### config.mk
export PLATFORM = sky130hd
export DESIGN_NAME = ibex_register_file_fpga_mp
export DESIGN_NICKNAME = d
export VERILOG_FILES = /design/src/rtl/ibex_regfile_fpga_pkg.sv /design/src/rtl/ibex_register_file_fpga_rport.sv /design/src/rtl/ibex_register_file_fpga_mp.sv
export SDC_FILE = /design/constraint.sdc
export NUM_CORES = 1
export LEC_CHECK = 0
export ABC_AREA = 1
export BUFFER_PORTS_ARGS = -buffer_cell sky130_fd_sc_hd__buf_2
export CELL_PAD_IN_SITES_DETAIL_PLACEMENT = 1
export CELL_PAD_IN_SITES_GLOBAL_PLACEMENT = 2
export CORE_ASPECT_RATIO = 1.2
export CORE_MARGIN = 4
export CORE_UTILIZATION = 39
export DETAILED_ROUTE_END_ITERATION = 10
export HOLD_SLACK_MARGIN = 0.08
export PLACE_DENSITY = 0.81
export SLEW_MARGIN = 0
export SYNTH_ARGS = -nofsm -noshare
export SYNTH_HDL_FRONTEND = slang
export SYNTH_HIERARCHICAL = 1
export SYNTH_SLANG_ARGS = --single-unit
### constraint.sdc
create_clock -name clk_i -period 4 [get_ports clk_i]
set_clock_uncertainty 0.2 [all_clocks]
set_input_delay 0.4 -clock clk_i [delete_from_list [all_inputs] [get_ports clk_i]]
set_output_delay 0.4 -clock clk_i [all_outputs]
set_load 0.01 [all_outputs]
### src/rtl/ibex_regfile_fpga_pkg.sv
// Shared types and helpers for the FPGA register file: clear/ready FSM states
// and the word count derived from the RV32E selection.
package ibex_regfile_fpga_pkg;

  typedef enum logic {
    RF_CLEAR = 1'b0,
    RF_READY = 1'b1
  } rf_state_e;

  function automatic int unsigned num_words(input bit rv32e);
    return rv32e ? 32'd16 : 32'd32;
  endfunction

endpackage

### src/rtl/ibex_register_file_fpga_rport.sv
// One asynchronous read port: word select, masking of x0, out-of-range and
// not-yet-cleared reads, and optional forwarding of the write in flight.
module ibex_register_file_fpga_rport
  import ibex_regfile_fpga_pkg::*;
#(
  parameter int unsigned           DataWidth   = 32,
  parameter int unsigned           NumWords    = 32,
  parameter int unsigned           IdxW        = 5,
  parameter bit                    BypassEn    = 1'b0,
  parameter logic [DataWidth-1:0]  WordZeroVal = '0
) (
  input  logic [4:0]           raddr,
  input  logic [DataWidth-1:0] mem [NumWords],
  input  logic                 ready,
  input  logic                 wr_commit,
  input  logic [4:0]           waddr,
  input  logic [DataWidth-1:0] wdata,
  output logic [DataWidth-1:0] rdata
);

  logic in_range;
  logic bypass_hit;

  // Only the 16-word configuration has addresses outside the array.
  assign in_range   = (NumWords == 32'd16) ? ~raddr[4] : 1'b1;
  assign bypass_hit = BypassEn && wr_commit && (waddr == raddr);

  always_comb begin
    rdata = mem[raddr[IdxW-1:0]];
    if (!ready || (raddr == 5'd0) || !in_range) begin
      rdata = WordZeroVal;
    end else if (bypass_hit) begin
      rdata = wdata;
    end
  end

endmodule

### src/rtl/ibex_register_file_fpga_mp.sv
// Multi-read-port register file for FPGA: unreset distributed-RAM storage,
// cleared by a post-reset sweep, with a combinational write-error alert.
//
//   state    | meaning
//   RF_CLEAR | sweeping WordZeroVal into word[cnt_q]; reads masked, writes dropped
//   RF_READY | normal operation; writes to legal nonzero addresses accepted
module ibex_register_file_fpga_mp
  import ibex_regfile_fpga_pkg::*;
#(
  parameter bit                    RV32E        = 1'b0,
  parameter int unsigned           DataWidth    = 32,
  parameter int unsigned           NumReadPorts = 2,
  parameter bit                    BypassEn     = 1'b0,
  parameter bit                    WrenCheck    = 1'b0,
  parameter logic [DataWidth-1:0]  WordZeroVal  = '0
) (
  input  logic                              clk_i,
  input  logic                              rst_ni,
  input  logic [NumReadPorts*5-1:0]         raddr_i,
  output logic [NumReadPorts*DataWidth-1:0] rdata_o,
  input  logic [4:0]                        waddr_a_i,
  input  logic [DataWidth-1:0]              wdata_a_i,
  input  logic                              we_a_i,
  output logic                              init_done_o,
  output logic                              err_o
);

  localparam int unsigned NumWords = num_words(RV32E);
  localparam int unsigned IdxW     = $clog2(NumWords);
  localparam logic [4:0]  LastIdx  = 5'(NumWords - 1);

  if ((NumReadPorts < 1) || (NumReadPorts > 4)) begin : g_bad_read_ports
    $error("NumReadPorts must be within 1..4");
  end

  rf_state_e state_q, state_d;
  logic [4:0] cnt_q, cnt_d;

  // Storage carries no reset so it maps onto LUT RAM; the sweep defines it.
  logic [DataWidth-1:0] mem [NumWords] = '{default: WordZeroVal};

  logic                 ready;
  logic                 addr_legal;
  logic [NumWords-1:0]  we_dec;
  logic                 wr_commit;
  logic                 wr_en;
  logic [IdxW-1:0]      wr_idx;
  logic [DataWidth-1:0] wr_data;
  logic                 drop_err;
  logic                 wren_err;

  always_ff @(posedge clk_i or negedge rst_ni) begin
    if (!rst_ni) begin
      state_q <= RF_CLEAR;
      cnt_q   <= '0;
    end else begin
      state_q <= state_d;
      cnt_q   <= cnt_d;
    end
  end

  always_comb begin
    state_d = state_q;
    cnt_d   = cnt_q;
    case (state_q)
      RF_CLEAR: begin
        cnt_d = cnt_q + 5'd1;
        if (cnt_q == LastIdx) begin
          state_d = RF_READY;
          cnt_d   = '0;
        end
      end
      RF_READY: begin
        state_d = RF_READY;
      end
      default: begin
        state_d = RF_CLEAR;
        cnt_d   = '0;
      end
    endcase
  end

  assign ready       = (state_q == RF_READY);
  assign init_done_o = ready;
  assign addr_legal  = RV32E ? ~waddr_a_i[4] : 1'b1;

  always_comb begin
    we_dec = '0;
    if (we_a_i && ready && addr_legal && (waddr_a_i != 5'd0)) begin
      we_dec[waddr_a_i[IdxW-1:0]] = 1'b1;
    end
  end

  assign wr_commit = |we_dec;

  // Single write port shared between the clear sweep and normal writes.
  assign wr_en   = !ready || wr_commit;
  assign wr_idx  = ready ? waddr_a_i[IdxW-1:0] : cnt_q[IdxW-1:0];
  assign wr_data = ready ? wdata_a_i : WordZeroVal;

  always_ff @(posedge clk_i) begin
    if (wr_en) begin
      mem[wr_idx] <= wr_data;
    end
  end

  assign drop_err = we_a_i && (!ready || !addr_legal);
  assign wren_err = WrenCheck && (!$onehot0(we_dec) || (!we_a_i && wr_commit));
  assign err_o    = drop_err || wren_err;

  for (genvar p = 0; p < NumReadPorts; p++) begin : g_rport
    ibex_register_file_fpga_rport #(
      .DataWidth  (DataWidth),
      .NumWords   (NumWords),
      .IdxW       (IdxW),
      .BypassEn   (BypassEn),
      .WordZeroVal(WordZeroVal)
    ) u_rport (
      .raddr    (raddr_i[5*p +: 5]),
      .mem      (mem),
      .ready    (ready),
      .wr_commit(wr_commit),
      .waddr    (waddr_a_i),
      .wdata    (wdata_a_i),
      .rdata    (rdata_o[DataWidth*p +: DataWidth])
    );
  end

endmodule

== Word-level counts from Yosys, hierarchy flattened ==
Index checks and enable logic that the tools add are counted.
Word-level totals
  memory bits (writable): 0
  memories kept: 0
  output and inout bits: 66
  input bits: 50
  latch bits: 0
  register bits: 1030
  memory bits (read-only): 0
Operators by class
  magnitude comparators: 6
  reductions and logical operators: 13
  $add $sub $neg: 1
  equality and inequality tests: 1
  multipliers: 0
  bitwise gates (word level): 4
  shift operators: 0
  muxes and demuxes: 19
  divide/modulo/power cells: 0
Operators with widths (number)
  $bwmux W1024: 1
  $bmux W32 S5: 2
  $mux W32: 9
  $demux W32 S5: 1
  $reduce_or A32 Y1: 1
  $ge A6 B6 Y1 const B: 3
  $not A5 Y6: 3
  $logic_not A5 Y1: 2
  $mux W5: 2
  $lt A5 B6 Y1 const B: 1
  $lt A6 B1 Y1 const B: 1
  $add A5 B1 Y5 const B: 1
  $demux W1 S5: 1
  $eq A5 B5 Y1 const B: 1
  $ge A5 B1 Y1 const B: 1
  $logic_and A1 B1 Y1: 5
  $reduce_bool A5 Y1: 1
  $logic_or A1 B1 Y1: 3
  $mux W1: 2
  $pmux W1 S2: 1
  $logic_not A1 Y1: 1
  $not A1 Y1: 1

== Depth between registers and ports, before layout ==
  depth in word-level cells: 7
  gate-level depth with buffers: 12
  depth with buffers taken out: 9

== By module ==
The synthesis kept the hierarchy.
By module, submodules not included
  ibex_register_file_fpga_mp: sequential area each 30899.6 um2, area an instance 32008.2 um2, cells an instance 1245, instances 1
  ibex_register_file_fpga_rport: sequential area each 0.0 um2, area an instance 12172.9 um2, cells an instance 2948, instances 2

== Worst setup path before layout ==
No wires, ideal clock.
  path kind: register -> register
  from: register state_q (netlist: init_done_o)
  to: register mem[512] (netlist name), enable pin
  cell stages (with the launch flop): 10
  arrival: 2.504 ns
  slack: 0.874 ns
  path through: dfrtp_1 buf_6 inv_12 buf_8 nand2_4 nand2_2 nand2_4 nor2_4 nand2_1 nor2_1
Between the ends
  longest elaborated chain between the ends: 5
  elaborated cells between the ends (all ways): 6
RTL lines
  start, declared: RTL line ibex_register_file_fpga_mp.sv:36  | rf_state_e state_q, state_d;
  start signal, assigned: RTL line ibex_register_file_fpga_mp.sv:57  | state_q <= state_d;
  $logic_and A1 B1 Y1 (2 in series): RTL line ibex_register_file_fpga_mp.sv:89  | if (we_a_i && ready && addr_legal && (waddr_a_i != 5'd0)) begin
  $mux W32: RTL line ibex_register_file_fpga_mp.sv:89
  $reduce_or A32 Y1: RTL line ibex_register_file_fpga_mp.sv:94  | assign wr_commit = |we_dec;
  $logic_or A1 B1 Y1 (*): RTL line ibex_register_file_fpga_mp.sv:97  | assign wr_en = !ready || wr_commit;
  end signal, assigned by index: RTL line ibex_register_file_fpga_mp.sv:103  | mem[wr_idx] <= wr_data;
  end, declared: RTL line ibex_register_file_fpga_mp.sv:40  | logic [DataWidth-1:0] mem [NumWords] = '{default: WordZeroVal};
Every way passes the cells marked *; elsewhere a longest branch is shown, timed or not.
A chain may end at the register's enable or synchronous reset.

== Worst setup path in the final report ==
  from: register state_q (netlist: init_done_o)
  to: output port rdata_o[6]
Between the ends
  longest elaborated chain between the ends: 3
RTL lines
  $logic_not A1 Y1: RTL line ibex_register_file_fpga_rport.sv:30  | if (!ready || (raddr == 5'd0) || !in_range) begin
  $logic_or A1 B1 Y1: RTL line ibex_register_file_fpga_rport.sv:30
  $mux W32: RTL line ibex_register_file_fpga_rport.sv:30
  end, declared: RTL line ibex_register_file_fpga_mp.sv:20  | output logic [NumReadPorts*DataWidth-1:0] rdata_o,
No other way between the ends.

==> results.json <==
{
  "start_util_pct": 39.29,
  "grt-ovfl-total": 0,
  "timing_worst_slew_pin_value_ps": 1125,
  "remaining_drc_errors": 0,
  "worst_ir_drop_vdd_mv": 0.3650,
  "synth.yosys.warnings": 6,
  "standard_cell_row_count": 152,
  "clk_latency_ps": 750,
  "power.density_nw_per_um2": 398.8,
  "port_buffers": 115,
  "residual_antenna_violating_net_count_after_detailed_routing": 0,
  "num-fill-cells": 17320,
  "netsw_mw": 6.745,
  "placed_cells_incl_taps": 8939,
  "report.final.hold_viol_count": 0,
  "max_slew_violation_total_from_the_final_report": 0,
  "crit_path_top_delay_cell": "dfrtp_2",
  "internal_power_mw": 18.27,
  "post_drt_via_cell_ratio": 5.425,
  "status": "finished clean",
  "timing.rr.start": "init_done_o",
  "maxSlewHeadroom_pct": 24.92,
  "final.period_utilization_pct": 89.52,
  "synthesis.nets": 7191,
  "timing.hold.worst_path_depth": 4,
  "clock_slew_seen_by_the_registers_of_the_worst_setup_and_hold_paths_ps": 60,
  "dpl.hpwl_mm": 130.0,
  "share_clk_of_total_power_pct": 41.0,
  "pwr-share-seq_pct": 47.6,
  "number_of_global_route_vias_before_repair": 50730,
  "path_delay_family": "buffers and inverters",
  "die_y_um": 424.4,
  "hp-class": "input pin to flop",
  "worstReg2RegEnd": "mem[654]",
  "initial_antenna_violation_count": 6,
  "crit_path_max_fanout": 17,
  "final_setup_violation_count": 0,
  "syn-cell-area_um2": 56350,
  "stdcell_count": 9156,
  "hold_path.startpoint": "wdata_a_i[9]",
  "regArea_um2": 30900,
  "cpPeakStageDelay_ps": 530,
  "initialDrtViolationCount": 4622,
  "fmax_ghz": 0.2793,
  "drt_first_pass_iters": 5,
  "routedWlPerCell_um": 25.55,
  "cts.hold.buffers_added": 3,
  "die_w_um": 355.0,
  "setup.worst_path.end_class": "primary output",
  "crit_path_start_kind": "flop",
  "net_count_of_the_finished_layout": 7189,
  "power.switching_fraction_pct": 26.96,
  "maximum_number_of_pins_on_one_net_before_global_route_repair": 118,
  "dr_total_vias": 49670,
  "place_congestion": 0.7973,
  "first_pass_grt_wire_length_mm": 341.0,
  "post-route-min-period_ps": 3581,
  "syn2layout_area_growth_pct": 11.36,
  "preCtsSetupSlack_ps": 683.7,
  "worst-path-buf-inv": 5,
  "groute.usage.overall_pct": 30.60,
  "ff2ff_path_depth": 9,
  "rsz_0062_raised_after_global_routing": "false",
  "hold_end": "mem[201]",
  "postCtsResizedCells": 0,
  "ios": 116,
  "multi_input_area_um2": 20380,
  "standby_leakage_power_nw": 28.32,
  "insertedDiodeCount": 0,
  "final_critical_path_setup_slack_ps": 419.2,
  "core_um2": 143400,
  "clock_tree.htree_level_count": 3,
  "clock-root-buffer": "clkbuf_16",
  "post-cts-setup-buffers": 0,
  "cts_sinks": 1030,
  "die_area_um2": 150600,
  "setup-tns-final_ps": 0,
  "final_layout_size_suffix_gt1_share_pct": 7.219,
  "cts-root-to-sink-buffers": 3,
  "share_comb_of_total_power_pct": 11.4,
  "cpMostUsedCell": "buf_4",
  "finalPower_mw": 25.02,
  "postSynthAreaPerCell_um2": 7.893,
  "cts_tree": "yes",
  "r2r_slack_ps": 750,
  "worstPathRequired_ps": 3400,
  "arrival_ps": 2980,
  "timing.critical_path.cells": "buf_4 -> o31ai_2 -> inv_2 -> buf_12 -> nand2_1 -> nor2_1 -> buf_4 -> buf_2",
  "wirelength_mm": 233.9,
  "number_of_buffers_created_by_cts": 118,
  "timing_worst_setup_path_type": "flop to primary output",
  "synthCells": 7139,
  "cap_violations": 0
}
## worst max path at each step
stage	from	end	slack, ps	cells past startpoint
global route	init_done_o	rdata_o[6]	370	8
finish	init_done_o	rdata_o[6]	420	8
detailed placement	raddr_i[1]	rdata_o[6]	680	13
global placement	raddr_i[1]	rdata_o[6]	690	13
floorplan	init_done_o	mem[512]	870	9
CTS	init_done_o	rdata_o[6]	410	8
## layout make-up
| cell class | instances | area share (%) |
|---|---|---|
| well taps | 1925 | 3.839 |
| flip-flops and latches | 1030 | 49.25 |
| inverters | 743 | 4.557 |
| multi-input cells | 4947 | 32.48 |
| repair buffers | 297 | 4.303 |
| clock buffers | 159 | 4.951 |
| clock inverters | 55 | 0.6261 |
## layer usage
| layer | vias up | GRT usage (%) | share of wire, % |
|---|---|---|---|
| met5 | - | 0 | 0 |
| li1 | 22500 | - | - |
| met4 | 0 | 9.244 | 3.1 |
| met1 | 25050 | 40.92 | 43 |
| met2 | 1751 | 52.15 | 48 |
| met3 | 374 | 3.715 | 6.4 |
## flip-flops by register name (all words and copies together), names as in the netlist
name         count
cnt_q            5
mem           1024
init_done_o      1
## power by group through the flow
stage / combinational (mW) / clock (mW) / sequential (mW)
2_1_floorplan: 1.64 / 0 / 12.1
3_3_place_gp: 2.81 / 0 / 12.1
3_5_place_dp: 2.83 / 0 / 12.1
4_1_cts: 2.85 / 10.4 / 11.9
5_1_grt: 3.08 / 10.8 / 11.9
6_report: 2.85 / 10.3 / 11.9
## cell usage in the layout (no fill, tap or decap), types with 4 or more instances in the layout
cell and instances:
nor3_1 5, nand3_1 821, o21ai_0 32, nor2_1 542, bufinv_16 4, dfrtp_1 5, clkbuf_1 41, buf_2 107
nand2_2 8, inv_1 724, buf_12 56, nand2_4 11, buf_4 127, o21ai_1 56, nand2_1 3299, nor2_4 45
edfxtp_1 1024, a21oi_1 121, clkbuf_16 118, inv_2 8, buf_8 4, clkinv_2 14, clkinv_1 34
## stage by stage
step	hold slack, ps	utilization (%)	area, um^2
final	135.5	43.76	62750
after global routing	137.9	43.76	62750
after CTS	86.83	43.76	62750
after detailed placement	33.44	41.29	59220
after global placement	28.50	41.29	59220
after floorplan	-95.59	-	56350
## worst register-to-register path: stages (launching register included)
cell and delay (ps):
dfrtp_2 530, buf_4 340, buf_4 450, nand2_2 120
nand2_2 100, nand2_4 70, nor2_4 120, nand2_1 100
nor2_4 90, buf_4 640
Power figures use the tool's default switching activity.
